--- config.mk ---
export PLATFORM = sky130hd
export DESIGN_NAME = cpu_control_fsm
export DESIGN_NICKNAME = d
export VERILOG_FILES = /design/src/rtl/cpu_control_fsm.sv
export SDC_FILE = /design/constraint.sdc
export NUM_CORES = 1
export LEC_CHECK = 0
export ABC_CLOCK_PERIOD_IN_PS = 2300
export BUFFER_PORTS_ARGS = -buffer_cell sky130_fd_sc_hd__buf_2
export CAP_MARGIN = 20
export CELL_PAD_IN_SITES_DETAIL_PLACEMENT = 1
export CELL_PAD_IN_SITES_GLOBAL_PLACEMENT = 2
export CORE_ASPECT_RATIO = 1.1
export CORE_MARGIN = 3
export CORE_UTILIZATION = 26
export CTS_CLUSTER_DIAMETER = 120
export DETAILED_ROUTE_END_ITERATION = 6
export GPL_TIMING_DRIVEN = 0
export PLACE_DENSITY_LB_ADDON = 0.1
export SYNTH_ARGS = -nofsm -noshare
export SYNTH_HDL_FRONTEND = slang
export SYNTH_SLANG_ARGS = --single-unit
--- constraint.sdc ---
create_clock -name clk -period 2.3 [get_ports clk]
set_clock_uncertainty 0.15 [all_clocks]
set_input_delay 0.345 -clock clk [delete_from_list [all_inputs] [get_ports clk]]
set_output_delay 0.345 -clock clk [all_outputs]
set_load 0.02 [all_outputs]
--- src/rtl/cpu_control_fsm.sv ---
// Multi-cycle control unit for the 16-opcode RISC core.
// It sequences FETCH -> EXECUTE (-> MEM_WAIT) -> FETCH. It also handles
// run/single-step gating, a RAM wait-state handshake with timeout,
// an illegal-opcode trap and a HALT state that reports the fault cause.
// The control outputs are decoded combinationally from the state, the opcode
// and the handshake inputs. Only the state, the wait counter and the fault
// code are held in registers.
module cpu_control_fsm #(
  parameter int OPCODE_WIDTH = 4,
  parameter int RD_WIDTH     = 4,
  parameter int FS_WIDTH     = 3,
  parameter int MEM_TIMEOUT  = 16
) (
  input  logic                    clk,
  input  logic                    reset,
  input  logic [OPCODE_WIDTH-1:0] opcode,
  input  logic [RD_WIDTH-1:0]     rd,
  input  logic                    run,
  input  logic                    step_mode,
  input  logic                    step,
  input  logic                    resume,
  input  logic                    mem_ready,
  output logic [FS_WIDTH-1:0]     fs,
  output logic [1:0]              ps,
  output logic                    mb,
  output logic [1:0]              result_source,
  output logic                    rw,
  output logic                    mw,
  output logic                    bc,
  output logic                    il,
  output logic                    mem_req,
  output logic                    halted,
  output logic [1:0]              fault_code,
  output logic [1:0]              state_o
);

  typedef enum logic [1:0] {
    FETCH    = 2'd0,
    EXECUTE  = 2'd1,
    MEM_WAIT = 2'd2,
    HALT     = 2'd3
  } state_t;

  localparam int WAIT_W = (MEM_TIMEOUT < 1) ? 1 : $clog2(MEM_TIMEOUT + 1);
  localparam logic [WAIT_W-1:0] WAIT_LAST = (MEM_TIMEOUT < 1) ? '0 : WAIT_W'(MEM_TIMEOUT - 1);
  localparam logic [WAIT_W-1:0] WAIT_MAX  = '1;

  state_t            state;
  logic [WAIT_W-1:0] wait_cnt;

  logic       advance;
  logic       illegal;
  logic [3:0] op4;
  logic       is_mem;
  logic       is_eoe;
  logic       timeout_hit;

  // Shared decode terms used by both the state register and the output decoder
  always_comb begin
    advance     = run && (!step_mode || step);
    illegal     = (32'(opcode) > 32'd15);
    op4         = opcode[3:0];
    is_mem      = !illegal && ((op4 == 4'd9) || (op4 == 4'd10));
    is_eoe      = !illegal && (op4 == 4'd15) && (rd != '0);
    timeout_hit = (MEM_TIMEOUT != 0) && (wait_cnt == WAIT_LAST);
  end

  // State, wait-state counter and fault code; mem_ready beats the timeout
  always_ff @(posedge clk) begin
    if (reset) begin
      state      <= FETCH;
      wait_cnt   <= '0;
      fault_code <= 2'd0;
    end else begin
      case (state)
        FETCH: begin
          if (advance) state <= EXECUTE;
        end
        EXECUTE: begin
          wait_cnt <= '0;
          if (illegal) begin
            state      <= HALT;
            fault_code <= 2'd1;
          end else if (is_eoe) begin
            state      <= HALT;
            fault_code <= 2'd0;
          end else if (is_mem && !mem_ready) begin
            state <= MEM_WAIT;
          end else begin
            state <= FETCH;
          end
        end
        MEM_WAIT: begin
          if (mem_ready) begin
            state    <= FETCH;
            wait_cnt <= '0;
          end else if (timeout_hit) begin
            state      <= HALT;
            fault_code <= 2'd2;
          end else if (wait_cnt != WAIT_MAX) begin
            wait_cnt <= wait_cnt + WAIT_W'(1);
          end
        end
        HALT: begin
          if (resume && (fault_code == 2'd0)) state <= FETCH;
        end
        default: state <= FETCH;
      endcase
    end
  end

  // Control outputs decoded from state and instruction; every output idles at 0
  always_comb begin
    fs            = '0;
    ps            = 2'd0;
    mb            = 1'b0;
    result_source = 2'd0;
    rw            = 1'b0;
    mw            = 1'b0;
    bc            = 1'b0;
    il            = 1'b0;
    mem_req       = 1'b0;
    case (state)
      FETCH: begin
        if (advance) il = 1'b1;
      end
      EXECUTE: begin
        if (!illegal) begin
          case (op4) inside
            [4'd0:4'd7]: begin
              fs = FS_WIDTH'(op4[2:0]);
              rw = 1'b1;
              ps = 2'd1;
            end
            4'd8: begin
              mb            = 1'b1;
              result_source = 2'd1;
              rw            = 1'b1;
              ps            = 2'd1;
            end
            4'd9, 4'd10: begin
              mem_req = 1'b1;
              if (mem_ready) begin
                ps = 2'd1;
                if (op4 == 4'd9) begin
                  result_source = 2'd2;
                  rw            = 1'b1;
                end else begin
                  mw = 1'b1;
                end
              end
            end
            4'd11: ps = 2'd2;
            4'd12: begin
              ps = 2'd2;
              bc = 1'b1;
            end
            4'd13: begin
              ps            = 2'd3;
              result_source = 2'd3;
              rw            = 1'b1;
            end
            4'd14: ps = 2'd2;
            default: begin
              if (rd == '0) ps = 2'd2;
            end
          endcase
        end
      end
      MEM_WAIT: begin
        mem_req = 1'b1;
        if (mem_ready) begin
          ps = 2'd1;
          if (op4 == 4'd9) begin
            result_source = 2'd2;
            rw            = 1'b1;
          end else begin
            mw = 1'b1;
          end
        end
      end
      default: ;
    endcase
  end

  assign halted  = (state == HALT);
  assign state_o = state;

endmodule

Word-level counts from Yosys, hierarchy flattened. Index checks and enable logic that the tools add are counted.

Register bits after elaboration: 9. Input port bits: 15. Output and inout bits: 18. Logic and storage cells: 111.

Add/sub/neg operators: 1. Order comparisons: 2. Equal/unequal tests: 21. Muxes and demuxes: 66. Reduce and logical (&&, ||, !) cells: 18.

Operator list (count): 2-to-1 mux 2 bit (25); == test 4 bit (second input constant) (8); 2-to-1 mux 1 bit (28); 2-to-1 mux 5 bit (3); one-hot mux 2 bit (2 select lines) (3); one-hot mux 5 bit (2 select lines) (1); != test 3 bit (second input constant) (3); != test 2 bit (second input constant) (4); one-hot mux 2 bit (4 select lines) (1); 2-to-1 mux 3 bit (2); one-hot mux 1 bit (2 select lines) (3); AND reduction 3 bit (2); adder 5 x 1 -> 5 bit (second input constant) (1); == test 5 x 4 -> 1 bit (second input constant) (1); logical AND 1 bit (5); != test 5 bit (second input constant) (1); == test 2 bit (second input constant) (2); greater-or-equal comparator 4 x 1 -> 1 bit (second input constant) (1); <= comparator 4 x 3 -> 1 bit (second input constant) (1); zero test 2 bit (2); zero test 4 bit (1); AND reduction 4 bit (1); nonzero test 4 bit (1); == test 2 x 1 -> 1 bit (second input constant) (1); other kinds (5) (7).

Logic depth before layout (Yosys ltp).
Word-level depth: 10. Gate-level depth with buffers: 7.

Worst setup path after synthesis. No wires, ideal clock.

Path kind: register to output. Start: reg state[0], in the netlist state_o[0]. End: out mw. Arrival time: 1.884 ns. Required time: 1.805 ns. Slack: -0.079 ns. Cell stages (with the launch flop): 8. Cell sequence: dfxtp_1 inv_1 ha_1 buf_4 nand3_1 nor2_1 a21boi_0 o32ai_1.

Longest elaborated chain between the ends: 2. Elaborated cells on any way between the ends: 3. Classes of those cells: 2 x eq/ne; 1 x mux.

Ends and longest elaborated chain: from (decl) (RTL line 48) `state_t state;`; from (signal assigned) (RTL line 71) `state <= FETCH;`; from (signal assigned) (RTL line 77) `if (advance) state <= EXECUTE;`; from (signal assigned) (RTL line 82) `state <= HALT;`; == test 2 bit / == test 2 x 1 -> 1 bit (equally long branches) (RTL line 123) `case (state)`; one-hot mux 1 bit (2 select lines) * (RTL line 123); to (decl) (RTL line 28) `output logic mw,`.

Mark *: on every way between the ends. The rest lies on a longest branch, timed or not.

Worst setup path after layout. Same ends and word-level chain as after synthesis.

==> flow_summary.json <==
{
  "area_growth_pct": 33.5,
  "ys_warn_count": 0,
  "dpl.hpwl_um": 1900,
  "fin_crit_sh_pct": 96.2,
  "root_buffer": "clkbuf_4",
  "multi_input_area_um2": 649,
  "p_leak_uw": 0.000540,
  "setup_tns_ps": 0,
  "regArea_um2": 168,
  "power.total_uw": 412,
  "clockBufferDepth": 2,
  "worstSetupPathType": "reg -> out",
  "grt_pass1_vias": 911,
  "fillCellCount": 383,
  "io_pins": 33,
  "clk_latency_ps": 260,
  "grt_usage_pct": 12.6,
  "clock_sinks": 8,
  "final_common_cell": "buf_2",
  "ys_ff_latch": 8,
  "fin_area_um2": 1130,
  "gp_congestion": 0.757,
  "ctsHoldBuffers": 0,
  "die_y_um": 65.9,
  "grt_pass1_wl_um": 3970,
  "synth-main-ff-cell": "dfxtp_1",
  "syn-instance-count": 109,
  "ys_seq_area_share_pct": 18.9,
  "vias_per_cell": 5.20,
  "cts_made_buffers": 3,
  "power_density_nw_per_um2": 364,
  "initial_core_util_pct": 27.6,
  "start_kind": "flop",
  "final_nets": 169,
  "overflow": 0,
  "clk_pin_slew_worst_paths_ps": 60,
  "finalSetupViolCount": 0,
  "via_count": 925,
  "synth-edff-count": 0,
  "yosysUniqueCellTypes": 40,
  "drt_wl_total_um": 2370,
  "worstPathRequired_ps": 1800,
  "async_flop_share_pct": 0,
  "vdd_ir_drop_max_uv": 233,
  "syn-mean-instance-area_um2": 7.77,
  "synth_area_um2": 847,
  "rows": 21,
  "drtIter0Drc": 11,
  "end_kind": "output pin",
  "wl_per_cell_um": 13.3,
  "die_w_um": 60.4,
  "layout_common_cells": "buf_2 (30), nor2_1 (9), a21oi_1 (7), ha_1 (7)",
  "core_um2": 3070,
  "layout-drive-gt1-share_pct": 38.2,
  "fmax_mhz": 452,
  "synth_fp_nets": 132,
  "n_antenna_cell": 0,
  "slew_viol_final": 0,
  "hold_viol": 0,
  "rsz0062_at_grt": "false",
  "fin_crit_ps": 2210,
  "grt_max_degree": 11,
  "drv_cap": 0,
  "ant_nets": 0,
  "hp-class": "in -> reg",
  "arrival_ps": 1720,
  "drc": 0,
  "status": "completed",
  "die-area_um2": 3980,
  "crit_fanout": 6,
  "placed_cell_area_um2": 1040,
  "first_pass_iters": 4,
  "antenna_found_initial": 0,
  "cts_htree_levels": 1,
  "numPortBuffers": 29,
  "cts_tree": "yes"
}
[per-stage QoR]
stage          hold WS (ps)  std cells  util, %  setup slack, ps
2_1_floorplan           264        109        -             69.0
3_3_place_gp            312        172     33.9              109
3_5_place_dp            323        172     33.9             67.6
4_1_cts                 184        178     36.5             5.77
5_1_grt                 207        178     36.8             8.65
6_report                192        178     36.8             86.5
[report_power, final]
part	internal (µW)	total [µW]	switching [µW]
logic	64.6	153	88.2
clock network	59.9	111	50.9
registers	143	149	5.72
total	267	412	145
[timing repair]
item | CTS | global route
setup endpoints to repair | 4 | 1
gates resized for setup | 11 | 3
buffers inserted | 3 | 0
hold endpoints to repair | 0 | 0
pin swaps | 1 | 3
[layout make-up]
class / count / share of cell area (%)
well taps: 34 / 3.76
inverters: 5 / 1.66
clock buffers: 3 / 1.99
plain buffers: 8 / 5.31
repair buffers: 32 / 15.0
multi-input cells: 88 / 57.4
flip-flops and latches: 8 / 14.8
[worst max-delay path, stage by stage (launching register included)]
cell      delay (ps)
dfxtp_4          370
inv_2             60
ha_4             250
buf_6            110
nand3_4           80
nor2_2           110
a21boi_1          70
o32ai_2          220
buf_4            180
[Yosys cell counts (3+ instances only)]
master | count | share of area, %
nor2_1 | 10 | 4.4
nand3_1 | 4 | 2.4
a21boi_0 | 3 | 2.7
xor2_1 | 3 | 3.1
a21o_1 | 3 | 2.7
and3_1 | 3 | 2.2
o211ai_1 | 3 | 2.7
ha_1 | 8 | 12
o31ai_1 | 4 | 3.5
a21oi_1 | 7 | 4.1
buf_4 | 3 | 2.7
inv_1 | 5 | 2.2
o21ai_0 | 3 | 1.8
nand2_1 | 6 | 2.7
nor3_1 | 5 | 3.0
nand2b_1 | 4 | 3.0
dfxtp_1 | 8 | 19
[final timing paths]
check / start / end / slack [ps] / depth (start not counted)
max: state_o[0] / mw / 90 / 8
min reg2reg: wait_cnt[1] / wait_cnt[1] / 320 / 2
max reg2reg: wait_cnt[0] / wait_cnt[4] / 320 / 7
min: reset / state_o[0] / 190 / 2
[registers in the layout, summed over array words and instances, names as in the netlist]
register / count
wait_cnt: 5
state_o: 2
fault_code: 1
[cells by family after synthesis]
kind of cell	synth area share, %
adders and majority gates	11.8
and+or+nand+nor	29.7
DFF	18.9
buffers and inverters	8.57
other	0.443
xor gates and xnor gates	4.14
AOI/OAI and AO/OA	26.4
[per-layer routing]
| layer | vias to the layer above | routed length, µm | track usage (%) | part of all wire, % |
|---|---|---|---|---|
| li1 | 458 | - | - | - |
| met1 | 442 | 1070 | 15.1 | 45 |
| met2 | 21 | 1170 | 22.4 | 49 |
| met3 | 4 | 96 | 0.781 | 4.0 |
| met4 | 0 | 35 | 5.96 | 1.5 |
| met5 | - | 0 | 0 | 0 |
Power figures use the tool's default switching activity.
